## config.mk

```make
export PLATFORM = sky130hd
export DESIGN_NAME = mem_arbiter_flat
export DESIGN_NICKNAME = d
export VERILOG_FILES = /design/src/rtl/mem_arbiter_if.sv /design/src/rtl/mem_arbiter.sv /design/src/flat_wrapper.sv
export SDC_FILE = /design/constraint.sdc
export NUM_CORES = 1
export LEC_CHECK = 0
export BUFFER_PORTS_ARGS = -buffer_cell sky130_fd_sc_hd__buf_2
export CAP_MARGIN = 20
export CELL_PAD_IN_SITES_DETAIL_PLACEMENT = 0
export CELL_PAD_IN_SITES_GLOBAL_PLACEMENT = 1
export CORE_MARGIN = 2
export CORE_UTILIZATION = 13
export DETAILED_ROUTE_END_ITERATION = 10
export PLACE_DENSITY = 0.81
export SYNTH_ARGS = -nofsm -noshare
export SYNTH_HDL_FRONTEND = slang
export SYNTH_SLANG_ARGS = --single-unit
```

## constraint.sdc

```tcl
create_clock -name CLK -period 1.3 [get_ports CLK]
set_input_delay 0.13 -clock CLK [delete_from_list [all_inputs] [get_ports CLK]]
set_output_delay 0.13 -clock CLK [all_outputs]
set_load 0.02 [all_outputs]
```

## src/rtl/mem_arbiter_if.sv

```systemverilog
// mem_arbiter_if: icache, dcache and RAM signals of the memory arbiter.
// slave is the arbiter side, master the caches/RAM side.
interface mem_arbiter_if;
  logic        iREN;
  logic [31:0] iaddr;
  logic        iwait;
  logic [31:0] iload;
  logic        dREN;
  logic        dWEN;
  logic [31:0] daddr;
  logic [31:0] dstore;
  logic        dwait;
  logic [31:0] dload;
  logic        ramREN;
  logic        ramWEN;
  logic [31:0] ramaddr;
  logic [31:0] ramstore;
  logic [31:0] ramload;

  modport slave (
    input  iREN,
    input  iaddr,
    input  dREN,
    input  dWEN,
    input  daddr,
    input  dstore,
    input  ramload,
    output iwait,
    output iload,
    output dwait,
    output dload,
    output ramREN,
    output ramWEN,
    output ramaddr,
    output ramstore
  );

  modport master (
    output iREN,
    output iaddr,
    output dREN,
    output dWEN,
    output daddr,
    output dstore,
    output ramload,
    input  iwait,
    input  iload,
    input  dwait,
    input  dload,
    input  ramREN,
    input  ramWEN,
    input  ramaddr,
    input  ramstore
  );
endinterface

```

## src/rtl/mem_arbiter.sv

```systemverilog
// mem_arbiter: grants icache/dcache one at a time to a single-cycle RAM.
// Define MEM_ARB_RR_EN for round-robin; default is fixed dcache priority.
module mem_arbiter #(
  parameter int unsigned LAT = 2
) (
  input  logic         CLK,
  input  logic         nRST,
  mem_arbiter_if.slave bus
);

  typedef enum logic [1:0] {
    IDLE,
    BUSY,
    ACCESS
  } state_e;

  typedef enum logic {
    GNT_I,
    GNT_D
  } gnt_e;

  state_e     state_q, state_d;
  logic [3:0] cnt_q, cnt_d;
  gnt_e       gnt_q, gnt_d;
  gnt_e       pick;
  logic       i_req;
  logic       d_req;
  logic       gnt_req;
  logic       unused_addr_bits;

`ifdef MEM_ARB_RR_EN
  gnt_e       last_q, last_d;
`endif

  assign i_req   = bus.iREN;
  assign d_req   = bus.dREN | bus.dWEN;
  assign gnt_req = (gnt_q == GNT_D) ? d_req : i_req;

  assign unused_addr_bits = ^{bus.iaddr[1:0], bus.daddr[1:0]};

`ifdef MEM_ARB_RR_EN
  // on a tie, the requester that did not complete last goes next
  always_comb begin
    pick = GNT_I;
    if (i_req && d_req)
      pick = (last_q == GNT_D) ? GNT_I : GNT_D;
    else if (d_req)
      pick = GNT_D;
  end
`else
  always_comb begin
    pick = GNT_I;
    if (d_req)
      pick = GNT_D;
  end
`endif

  always_ff @(posedge CLK or negedge nRST) begin
    if (!nRST) begin
      state_q <= IDLE;
      cnt_q   <= '0;
      gnt_q   <= GNT_I;
`ifdef MEM_ARB_RR_EN
      last_q  <= GNT_D;
`endif
    end else begin
      state_q <= state_d;
      cnt_q   <= cnt_d;
      gnt_q   <= gnt_d;
`ifdef MEM_ARB_RR_EN
      last_q  <= last_d;
`endif
    end
  end

  always_comb begin
    state_d = state_q;
    cnt_d   = cnt_q;
    gnt_d   = gnt_q;
`ifdef MEM_ARB_RR_EN
    last_d  = last_q;
`endif
    unique case (state_q)
      IDLE: begin
        if (i_req || d_req) begin
          gnt_d   = pick;
          cnt_d   = 4'(LAT);
          state_d = BUSY;
        end
      end
      BUSY: begin
        if (!gnt_req)
          state_d = IDLE;
        else if (cnt_q == 4'd1)
          state_d = ACCESS;
        else
          cnt_d = cnt_q - 4'd1;
      end
      ACCESS: begin
        state_d = IDLE;
`ifdef MEM_ARB_RR_EN
        last_d  = gnt_q;
`endif
      end
      default: state_d = IDLE;
    endcase
  end

  // dcache read/write is taken from the live strobes in the access cycle
  always_comb begin
    bus.iwait    = 1'b1;
    bus.dwait    = 1'b1;
    bus.iload    = '0;
    bus.dload    = '0;
    bus.ramREN   = 1'b0;
    bus.ramWEN   = 1'b0;
    bus.ramaddr  = '0;
    bus.ramstore = '0;
    unique case (1'b1)
      (state_q == ACCESS) && (gnt_q == GNT_I): begin
        bus.ramaddr = {bus.iaddr[31:2], 2'b00};
        bus.ramREN  = 1'b1;
        bus.iload   = bus.ramload;
        bus.iwait   = 1'b0;
      end
      (state_q == ACCESS) && (gnt_q == GNT_D) && bus.dWEN: begin
        bus.ramaddr  = {bus.daddr[31:2], 2'b00};
        bus.ramWEN   = 1'b1;
        bus.ramstore = bus.dstore;
        bus.dwait    = 1'b0;
      end
      (state_q == ACCESS) && (gnt_q == GNT_D) && !bus.dWEN: begin
        bus.ramaddr = {bus.daddr[31:2], 2'b00};
        bus.ramREN  = 1'b1;
        bus.dload   = bus.ramload;
        bus.dwait   = 1'b0;
      end
      default: ;
    endcase
  end

endmodule

```

## src/flat_wrapper.sv

```systemverilog
// flat-port wrapper written by rule: the top's interface ports become plain ports
module mem_arbiter_flat 
#(
  parameter int unsigned LAT = 2
)
  (CLK, nRST, bus_iREN, bus_iaddr, bus_dREN, bus_dWEN, bus_daddr, bus_dstore, bus_ramload, bus_iwait, bus_iload, bus_dwait, bus_dload, bus_ramREN, bus_ramWEN, bus_ramaddr, bus_ramstore);
  mem_arbiter_if bus_i ();
  input  logic CLK;
  input  logic nRST;
  input wire logic [$bits(bus_i.iREN)-1:0] bus_iREN;
  input wire logic [$bits(bus_i.iaddr)-1:0] bus_iaddr;
  input wire logic [$bits(bus_i.dREN)-1:0] bus_dREN;
  input wire logic [$bits(bus_i.dWEN)-1:0] bus_dWEN;
  input wire logic [$bits(bus_i.daddr)-1:0] bus_daddr;
  input wire logic [$bits(bus_i.dstore)-1:0] bus_dstore;
  input wire logic [$bits(bus_i.ramload)-1:0] bus_ramload;
  output wire logic [$bits(bus_i.iwait)-1:0] bus_iwait;
  output wire logic [$bits(bus_i.iload)-1:0] bus_iload;
  output wire logic [$bits(bus_i.dwait)-1:0] bus_dwait;
  output wire logic [$bits(bus_i.dload)-1:0] bus_dload;
  output wire logic [$bits(bus_i.ramREN)-1:0] bus_ramREN;
  output wire logic [$bits(bus_i.ramWEN)-1:0] bus_ramWEN;
  output wire logic [$bits(bus_i.ramaddr)-1:0] bus_ramaddr;
  output wire logic [$bits(bus_i.ramstore)-1:0] bus_ramstore;
  assign bus_i.iREN = bus_iREN;
  assign bus_i.iaddr = bus_iaddr;
  assign bus_i.dREN = bus_dREN;
  assign bus_i.dWEN = bus_dWEN;
  assign bus_i.daddr = bus_daddr;
  assign bus_i.dstore = bus_dstore;
  assign bus_i.ramload = bus_ramload;
  assign bus_iwait = bus_i.iwait;
  assign bus_iload = bus_i.iload;
  assign bus_dwait = bus_i.dwait;
  assign bus_dload = bus_i.dload;
  assign bus_ramREN = bus_i.ramREN;
  assign bus_ramWEN = bus_i.ramWEN;
  assign bus_ramaddr = bus_i.ramaddr;
  assign bus_ramstore = bus_i.ramstore;
  mem_arbiter #(.LAT(LAT)) u_core (.CLK(CLK), .nRST(nRST), .bus(bus_i));
endmodule
```

==> results of run 1 <==
-- through the flow --
stage / instance area (um2) / power, mW / TNS [ps] / cells
3_5_place_dp: 3310 / 1.60 / -18700 / 590
5_1_grt: 3780 / 2.17 / -56490 / 595
4_1_cts: 3640 / 1.94 / -49320 / 595
2_1_floorplan: 1790 / 1.03 / -7140 / 198
3_3_place_gp: 3310 / 1.58 / -16490 / 590
6_report: 3780 / 2.01 / -47880 / 595
-- synthesized netlist by cell type (all sizes together) (2+ instances only) --
master	n
and2	65
and3	32
a22o	30
buf	12
clkbuf	10
dfrtp	7
inv	5
nand2	5
nand3	5
o21ai	5
nor2	4
ha	2
nor3b	2
-- per-layer routing --
metal,part of all wire [%],wire (um),global-route usage (%),vias to the layer above
li1,-,-,-,1214
met2,53,4200,21.6,119
met3,6.7,522,1.57,5
met4,0.46,36,0.916,0
met5,0,0,0,-
met1,39,3090,13.7,1155
-- cell families (layout without fill, tap and decap cells) --
logic type,Yosys count,in the layout,share of synthesized area (%)
AO/OA/AOI/OAI,39,39,22.8
adder cells (fa/ha/maj),2,2,1.78
buffers and inverters,27,288,8.82
flip-flops,7,7,12.5
other,1,2,0.267
AND/OR/NAND/NOR,121,121,53.8
-- layout make-up --
cell class | instances | share of cell area [%]
timing repair buffer | 279 | 50.4
multi-input combinational | 164 | 38.6
sequential | 7 | 4.67
inverter | 5 | 0.629
clock buffer | 4 | 1.19
tap | 136 | 4.50
-- worst max-delay path, stage by stage (launching register included) --
cell	delay, ps
dfrtp_2	420
and3b_2	310
buf_12	190
a22o_1	270
buf_4	160
-- power by group through the flow --
| stage | clock (mW) | combinational [mW] | sequential, mW |
|---|---|---|---|
| 5_1_grt | 0.328 | 1.46 | 0.378 |
| 2_1_floorplan | 0 | 0.640 | 0.392 |
| 4_1_cts | 0.314 | 1.26 | 0.366 |
| 6_report | 0.303 | 1.34 | 0.366 |
| 3_3_place_gp | 0 | 1.21 | 0.364 |
| 3_5_place_dp | 0 | 1.23 | 0.368 |
-- sequential cells by signal (all words and copies together) (netlist names) --
register        cells
u_core.cnt_q        4
u_core.gnt_q        1
u_core.state_q      2
-- timing repair --
item / in CTS / in global routing
endpoints found under the hold margin: 7 / 0
pin swaps: 0 / 4
hold buffers: 1 / 0
endpoints found under the setup margin: 136 / 136
gates resized for setup: 93 / 42
setup buffers: 0 / 0
-- how the worst max path moves through the flow --
stage                           start              to  slack, ps  cells past startpoint
finish                   u_core.gnt_q  bus_ramaddr[3]       -440                      4
global route        u_core.state_q[0]   bus_iload[15]       -480                      5
CTS                 u_core.state_q[0]  bus_ramaddr[3]       -420                      5
detailed placement  u_core.state_q[0]    bus_dload[7]       -180                      6
global placement    u_core.state_q[0]  bus_ramaddr[3]       -170                      5
floorplan           u_core.state_q[0]   bus_dload[10]        -90                      6
==> impl_metrics.toml, run 1 <==
[timing]
drv_slew = 0
hold_slack_ps = 165
hold_violations = 0
layout_min_cycle_time_ps = 1740
rsz0062_at_grt = "yes"
fin_skew_ps = 2.76
setup_viol_count_final = 135
max_freq_mhz = 576
setup_ws_ps = -435
fin_crit_sh_pct = 133

[worst_setup_path]
r2r_slack_ps = -180
timing.rr.end = "u_core.cnt_q[3]"
rr_worst_depth = 5
critPathRequiredTime_ps = 1170
arrival_ps = 1610
r2r-start = "u_core.gnt_q"
critPathLaunchType = "register"
cp-end-kind = "output pin"
worstPathMaxFanout = 26
crit_type = "reg -> out"

[hold_path]
whs_path_depth = 3
holdCritPathClass = "in -> reg"
holdPathEnd = "u_core.gnt_q"
holdCritStartpoint = "bus_dREN"

[final_layout]
final_layout_size_suffix_gt1_share_pct = 88.0
fill_cells = 1054
multi_input_area_mm2 = 0.00146
most-common-layout-cells = "buf_2 (186), buf_6 (58), and2_2 (34)"
mostFrequentLayoutCell = "buf_2"
seq_area_um2 = 176
final_util_pct = 36.3
n_antenna_cell = 0
nets = 595
synthToLayoutAreaGrowth_pct = 169

[logic_synthesis]
synth_area_per_cell_um2 = 7.13
synth_top_area_cell = "and2_1"
synth-edff-count = 0
ys.flop_type = "dfrtp_1"
synthTopCellsByArea = "and2_1 (29%), a22o_1 (19%), and3_1 (14%)"
synth_top_area_share_pct = 29.0
synth_cells = 197
ys_ff_latch = 7
yosys_warnings = 0
synth_cell_types = 31
synthArstFlopShare_pct = 100
ys_seq_area_share_pct = 12.5
netlist_area_mm2 = 0.00140

[clock_tree]
htree_levels = 1
cts_tree = "yes"
clkLatencyLatePin_ps = 230
clock_path_buffers = 2
cts_root_buf = "clkbuf_8"
path_clk_slew_ps = 40
numCtsBuffers = 3
clock-sinks = 7

[floorplanning]
start_util_pct = 13.5
fp.dieArea_mm2 = 0.0116
rows = 37
core_area_mm2 = 0.0104
ios = 265
die_y_um = 108
fp.dieW_um = 108

[routing]
routed_wl_mm = 7.84
vias_per_cell = 4.19
wl_per_cell_um = 13.2
vias = 2493
antenna_left = 0
drt_iter0_drc = 118
drc = 0
drt-pass1-iter-count = 4

[power]
power_per_cell_area_mw_per_mm2 = 532
pwr-share-seq_pct = 18.2
vdd_drop_max_mv = 0.815
p_int_mw = 1.21
power_frac_clock_pct = 15.1
combPwrFrac_pct = 66.7
p_sw_mw = 0.798
p_leak_nw = 2.22
netSwitchingFraction_pct = 39.7

[global_routing]
grt_pass1_vias = 2202
overflow = 0
grt_pass1_wl_mm = 10.7
antenna_found_initial = 0
grt_max_degree = 43
grtUsageTotal_pct = 11.2

[job]
drv_cap = 0

[placed_design]
gp_congestion = 0.822
dpl_worst_slack_ps = -180
hpwl_mm = 6.42
io_buffers = 258

[outcome]
status = "finished, violations left"
violations = "setup timing"
Power figures use the tool's default switching activity.
==> run 2, diff against run 1 <==
--- a/config.mk
+++ b/config.mk
@@ -7,5 +7,4 @@
 export LEC_CHECK = 0
 export BUFFER_PORTS_ARGS = -buffer_cell sky130_fd_sc_hd__buf_2
-export CAP_MARGIN = 20
 export CELL_PAD_IN_SITES_DETAIL_PLACEMENT = 0
 export CELL_PAD_IN_SITES_GLOBAL_PLACEMENT = 1
==> constraint.sdc (replaced) <==
create_clock -name CLK -period 1.3 [get_ports CLK]
set_input_delay 0.13 -clock CLK [delete_from_list [all_inputs] [get_ports CLK]]
set_output_delay 0.13 -clock CLK [all_outputs]
set_load 0.01 [all_outputs]
==> impl_metrics.toml, run 2 (synthesis results as in run 1) <==
[worst_setup_path]
cp-end-kind = "output pin"
cp_top_family = "simple AND/OR/NAND/NOR gates"
slowest_delay_ps = 360
arrival_ps = 1550
worstPathMaxFanout = 24
crit_buf_inv = 3
critPathRequiredTime_ps = 1170
cp_cell_sequence = "and3b_2, inv_6, nor2_4, buf_12, and2_1, buf_2"
slowest_stage = "dfrtp_1"
critPathLaunchType = "register"
crit_type = "reg -> out"

[timing]
hold_slack_ps = 158
worstMarginPinSlew_ps = 620
slew_headroom_pct = 58.3
tns_ps = -43320
layout_min_cycle_time_ps = 1680
rsz0062_at_grt = "yes"
fin_crit_sh_pct = 129
drv_slew = 0
setup_viol_count_final = 135
fin_skew_ps = 5.12
max_freq_mhz = 594
hold_violations = 0
setup_ws_ps = -383

[routing]
vias_per_cell = 4.15
routed_wl_mm = 8.84
drc = 0
vias = 2484
antenna_left = 0
drt-pass1-iter-count = 4
wl_per_cell_um = 14.8
drt_iter0_drc = 125

[power]
p_int_mw = 1.20
netSwitchingFraction_pct = 38.6
power_per_cell_area_mw_per_mm2 = 562
power_frac_clock_pct = 16.1
vdd_drop_max_mv = 0.746
finalPower_mw = 1.95
p_sw_mw = 0.754
pwr-share-seq_pct = 18.8
combPwrFrac_pct = 65.2
p_leak_nw = 2.18

[floorplanning]
rows = 37
ios = 265
die_y_um = 108
fp.dieArea_mm2 = 0.0116
start_util_pct = 13.5
core_area_mm2 = 0.0104
fp.dieW_um = 108

[placed_design]
gp_congestion = 0.785
dpl_worst_slack_ps = -154
io_buffers = 258
dpl_cell_area_mm2 = 0.00306
dp.cells = 588
hpwl_mm = 7.17

[final_layout]
top_regs = "u_core.cnt_q (4), u_core.state_q (2), u_core.gnt_q (1)"
most-common-layout-cells = "buf_2 (224), buf_6 (40), and2_1 (34)"
design_area_mm2 = 0.00347
nets = 598
top_register = "u_core.cnt_q"
n_antenna_cell = 0
fill_cells = 1085
final_util_pct = 33.3
largest_reg_flops = 4
stdcell_count = 598
synthToLayoutAreaGrowth_pct = 147
final_layout_size_suffix_gt1_share_pct = 72.1
mostFrequentLayoutCell = "buf_2"

[clock_tree]
htree_levels = 1
cts_root_buf = "clkbuf_8"
cts_tree = "yes"
clock-sinks = 7
clock_path_buffers = 2
clkLatencyLatePin_ps = 230
path_clk_slew_ps = 40
numCtsBuffers = 3

[outcome]
violations = "setup timing"
status = "finished, violations left"

[global_routing]
grt_pass1_vias = 2264
antenna_found_initial = 0
grtUsageTotal_pct = 13.1
grt_pass1_wl_mm = 12.1
grt_max_degree = 51
overflow = 0

[job]
drv_cap = 0

[hold_path]
holdCritPathClass = "in -> reg"
run 2: cell count changes in the layout (fill, tap and decap cells not counted), moves of 9 or more:
cell / delta
buf_2: +38
and2_2: -34
and2_1: +33
and3_1: +32
and3_2: -23
buf_4: -18
buf_6: -18
a22o_1: +10
a22o_4: -10
and3_4: -9
run 2: worst paths after layout:
check / from / to / slack [ps] / cells after the start
worst max-delay path: u_core.state_q[0] / bus_dload[0] / -380 / 6
min in group asynchronous: nRST / u_core.cnt_q[0] / 250 / 2
max in group asynchronous: nRST / u_core.gnt_q / 870 / 2
worst max register to register: u_core.gnt_q / u_core.cnt_q[3] / -250 / 6
worst min-delay path: bus_dREN / u_core.gnt_q / 160 / 3
worst min register to register: u_core.cnt_q[0] / u_core.cnt_q[0] / 600 / 3
run 2: cell type report:
cell class                      count  area (um2)  share of cell area (%)
Tap cell                          136         170                    4.90
Inverter                            5        23.8                   0.684
Multi-Input combinational cell    164        1260                    36.3
Clock buffer                        4        45.0                    1.30
Timing Repair Buffer              282        1800                    51.7
Sequential cell                     7         176                    5.08
run 2: tightest hold or removal path, stage by stage:
cell and delay, ps:
buf_2 100, o21ai_0 70, nand2_1 60
run 2: repair_timing:
action                     CTS  global route
setup buffers                2             1
resized for setup           38            14
hold buffers                 1             0
setup endpoints to repair  134           135
gates cloned                 1             1
hold endpoints to repair     7             0
pin swaps                    6            10
run 2: metal layers:
metal / vias to the layer above / part of all wire (%) / GRT usage, %
li1: 1213 / - / -
met1: 1142 / 42 / 17.3
met2: 122 / 51 / 23.9
met3: 7 / 6.4 / 0.908
met4: 0 / 0.70 / 2.11
met5: - / 0 / 0
run 2: power groups by stage:
stage	combinational [mW]	sequential [mW]	clock, mW
4_1_cts	1.18	0.365	0.326
2_1_floorplan	0.554	0.392	0
3_3_place_gp	1.11	0.363	0
5_1_grt	1.39	0.379	0.334
3_5_place_dp	1.14	0.368	0
6_report	1.27	0.367	0.314
==> run 3, diff against run 2 <==
CORE_MARGIN = 1.5   (was 2)
clock period = 1.5 ns   (was 1.3 ns; I/O delays follow)
==> impl_metrics.toml, run 3 (synthesis results as in run 1) <==
[outcome]
status = "finished, violations left"
violations = "setup timing"

[timing]
fin_crit_sh_pct = 116
tns_ps = -23490
setup_ws_ps = -241
setup_viol_count_final = 130
rsz0062_at_grt = "yes"
layout_min_cycle_time_ps = 1740
max_freq_mhz = 574
drv_slew = 0
fin_skew_ps = 0.330
hold_violations = 0

[worst_setup_path]
r2r_slack_ps = -70
rr_worst_depth = 6
cp-end-kind = "output pin"
crit_type = "reg -> out"
critPathLaunchType = "register"
worstPathMaxFanout = 10
arrival_ps = 1590
timing.rr.end = "u_core.cnt_q[3]"
critPathRequiredTime_ps = 1350
r2r-start = "u_core.gnt_q"

[job]
drv_cap = 0

[global_routing]
overflow = 0
grt_pass1_wl_mm = 11.2
grt_max_degree = 31
antenna_found_initial = 0
grtUsageTotal_pct = 12.4
grt_pass1_vias = 2175

[clock_tree]
cts_tree = "yes"
clock_path_buffers = 2
numCtsBuffers = 3
clkLatencyLatePin_ps = 230
htree_levels = 1
path_clk_slew_ps = 40
cts_root_buf = "clkbuf_8"
clock-sinks = 7

[power]
power_per_cell_area_mw_per_mm2 = 442
vdd_drop_max_mv = 0.555
p_leak_nw = 2.19
finalPower_mw = 1.66

[floorplanning]
core_area_mm2 = 0.0104
rows = 37
start_util_pct = 13.5
fp.dieW_um = 107
fp.dieArea_mm2 = 0.0114
die_y_um = 107
ios = 265

[routing]
drt-pass1-iter-count = 4
vias = 2544
met2_length_mm = 4.79
routed.top_layer = "met4"
wl_met3_um = 509
antenna_left = 0
routed_wl_mm = 9.10
wl_per_cell_um = 15.0
drc = 0
vias_per_cell = 4.19
wl_met1_mm = 3.68
drt_iter0_drc = 120

[final_layout]
synthToLayoutAreaGrowth_pct = 168
top_regs = "u_core.cnt_q (4), u_core.state_q (2), u_core.gnt_q (1)"
nets = 607
design_area_mm2 = 0.00376
top_register = "u_core.cnt_q"
largest_reg_flops = 4
final_layout_size_suffix_gt1_share_pct = 72.4
mostFrequentLayoutCell = "buf_2"
n_antenna_cell = 0
most-common-layout-cells = "buf_2 (216), and2_1 (49), buf_6 (49)"

[hold_path]
holdPathEnd = "u_core.gnt_q"
whs_path_depth = 3
holdCritStartpoint = "bus_dREN"
holdCritPathClass = "in -> reg"

[placed_design]
hpwl_mm = 6.29
gp_congestion = 0.821
io_buffers = 258
dpl_cell_area_mm2 = 0.00290
## run 3: worst max-delay path by stage
stage	slack, ps	cells past startpoint	end	from
floorplan	70	4	bus_ramREN	u_core.gnt_q
global placement	-20	6	bus_dload[6]	u_core.gnt_q
detailed placement	-50	6	bus_dload[12]	u_core.gnt_q
CTS	-220	6	bus_iload[14]	u_core.state_q[0]
global route	-310	6	bus_iload[20]	u_core.state_q[0]
finish	-240	6	bus_iload[20]	u_core.state_q[0]
## run 3: cell type report
cell class,count,area [um2]
sequential,7,175
inverter,5,18.8
tap,136,170
fill,1082,6660
clock buffer,4,45.0
timing repair buffer,291,2060
multi-input combinational,164,1290
## run 3: metrics by stage
stage | std cells | setup WS (ps) | utilization [%] | hold WS, ps
6_report | 607 | -241 | 36.1 | 185
3_3_place_gp | 584 | -18.0 | 27.9 | -6.29
3_5_place_dp | 584 | -49.6 | 27.9 | -3.19
5_1_grt | 607 | -313 | 36.1 | 209
4_1_cts | 601 | -219 | 31.7 | 182
2_1_floorplan | 198 | 71.7 | - | -146
## run 3: layer usage
layer,up-vias,track usage [%]
li1,1236,-
met5,-,0
met1,1167,15.6
met4,0,3.14
met3,8,1.03
met2,133,22.8
## run 3: repair_timing
item | in CTS | in global routing
hold buffers | 1 | 0
hold endpoints to repair | 7 | 0
buffers inserted | 8 | 1
gates resized for setup | 43 | 73
cloned | 4 | 6
endpoints found under the setup margin | 122 | 134
pin swaps | 19 | 26
## run 3: power by group
group	internal, mW	switching [mW]	total [mW]
combinational	0.577	0.501	1.08
clock	0.184	0.0882	0.273
sequential	0.260	0.0489	0.309
## run 3: worst max-delay path: stages (launching register included)
cell and delay [ps]:
dfrtp_1 370, buf_4 160, nor3b_4 200, buf_12 200
clkbuf_16 170, and2_1 130, buf_2 120
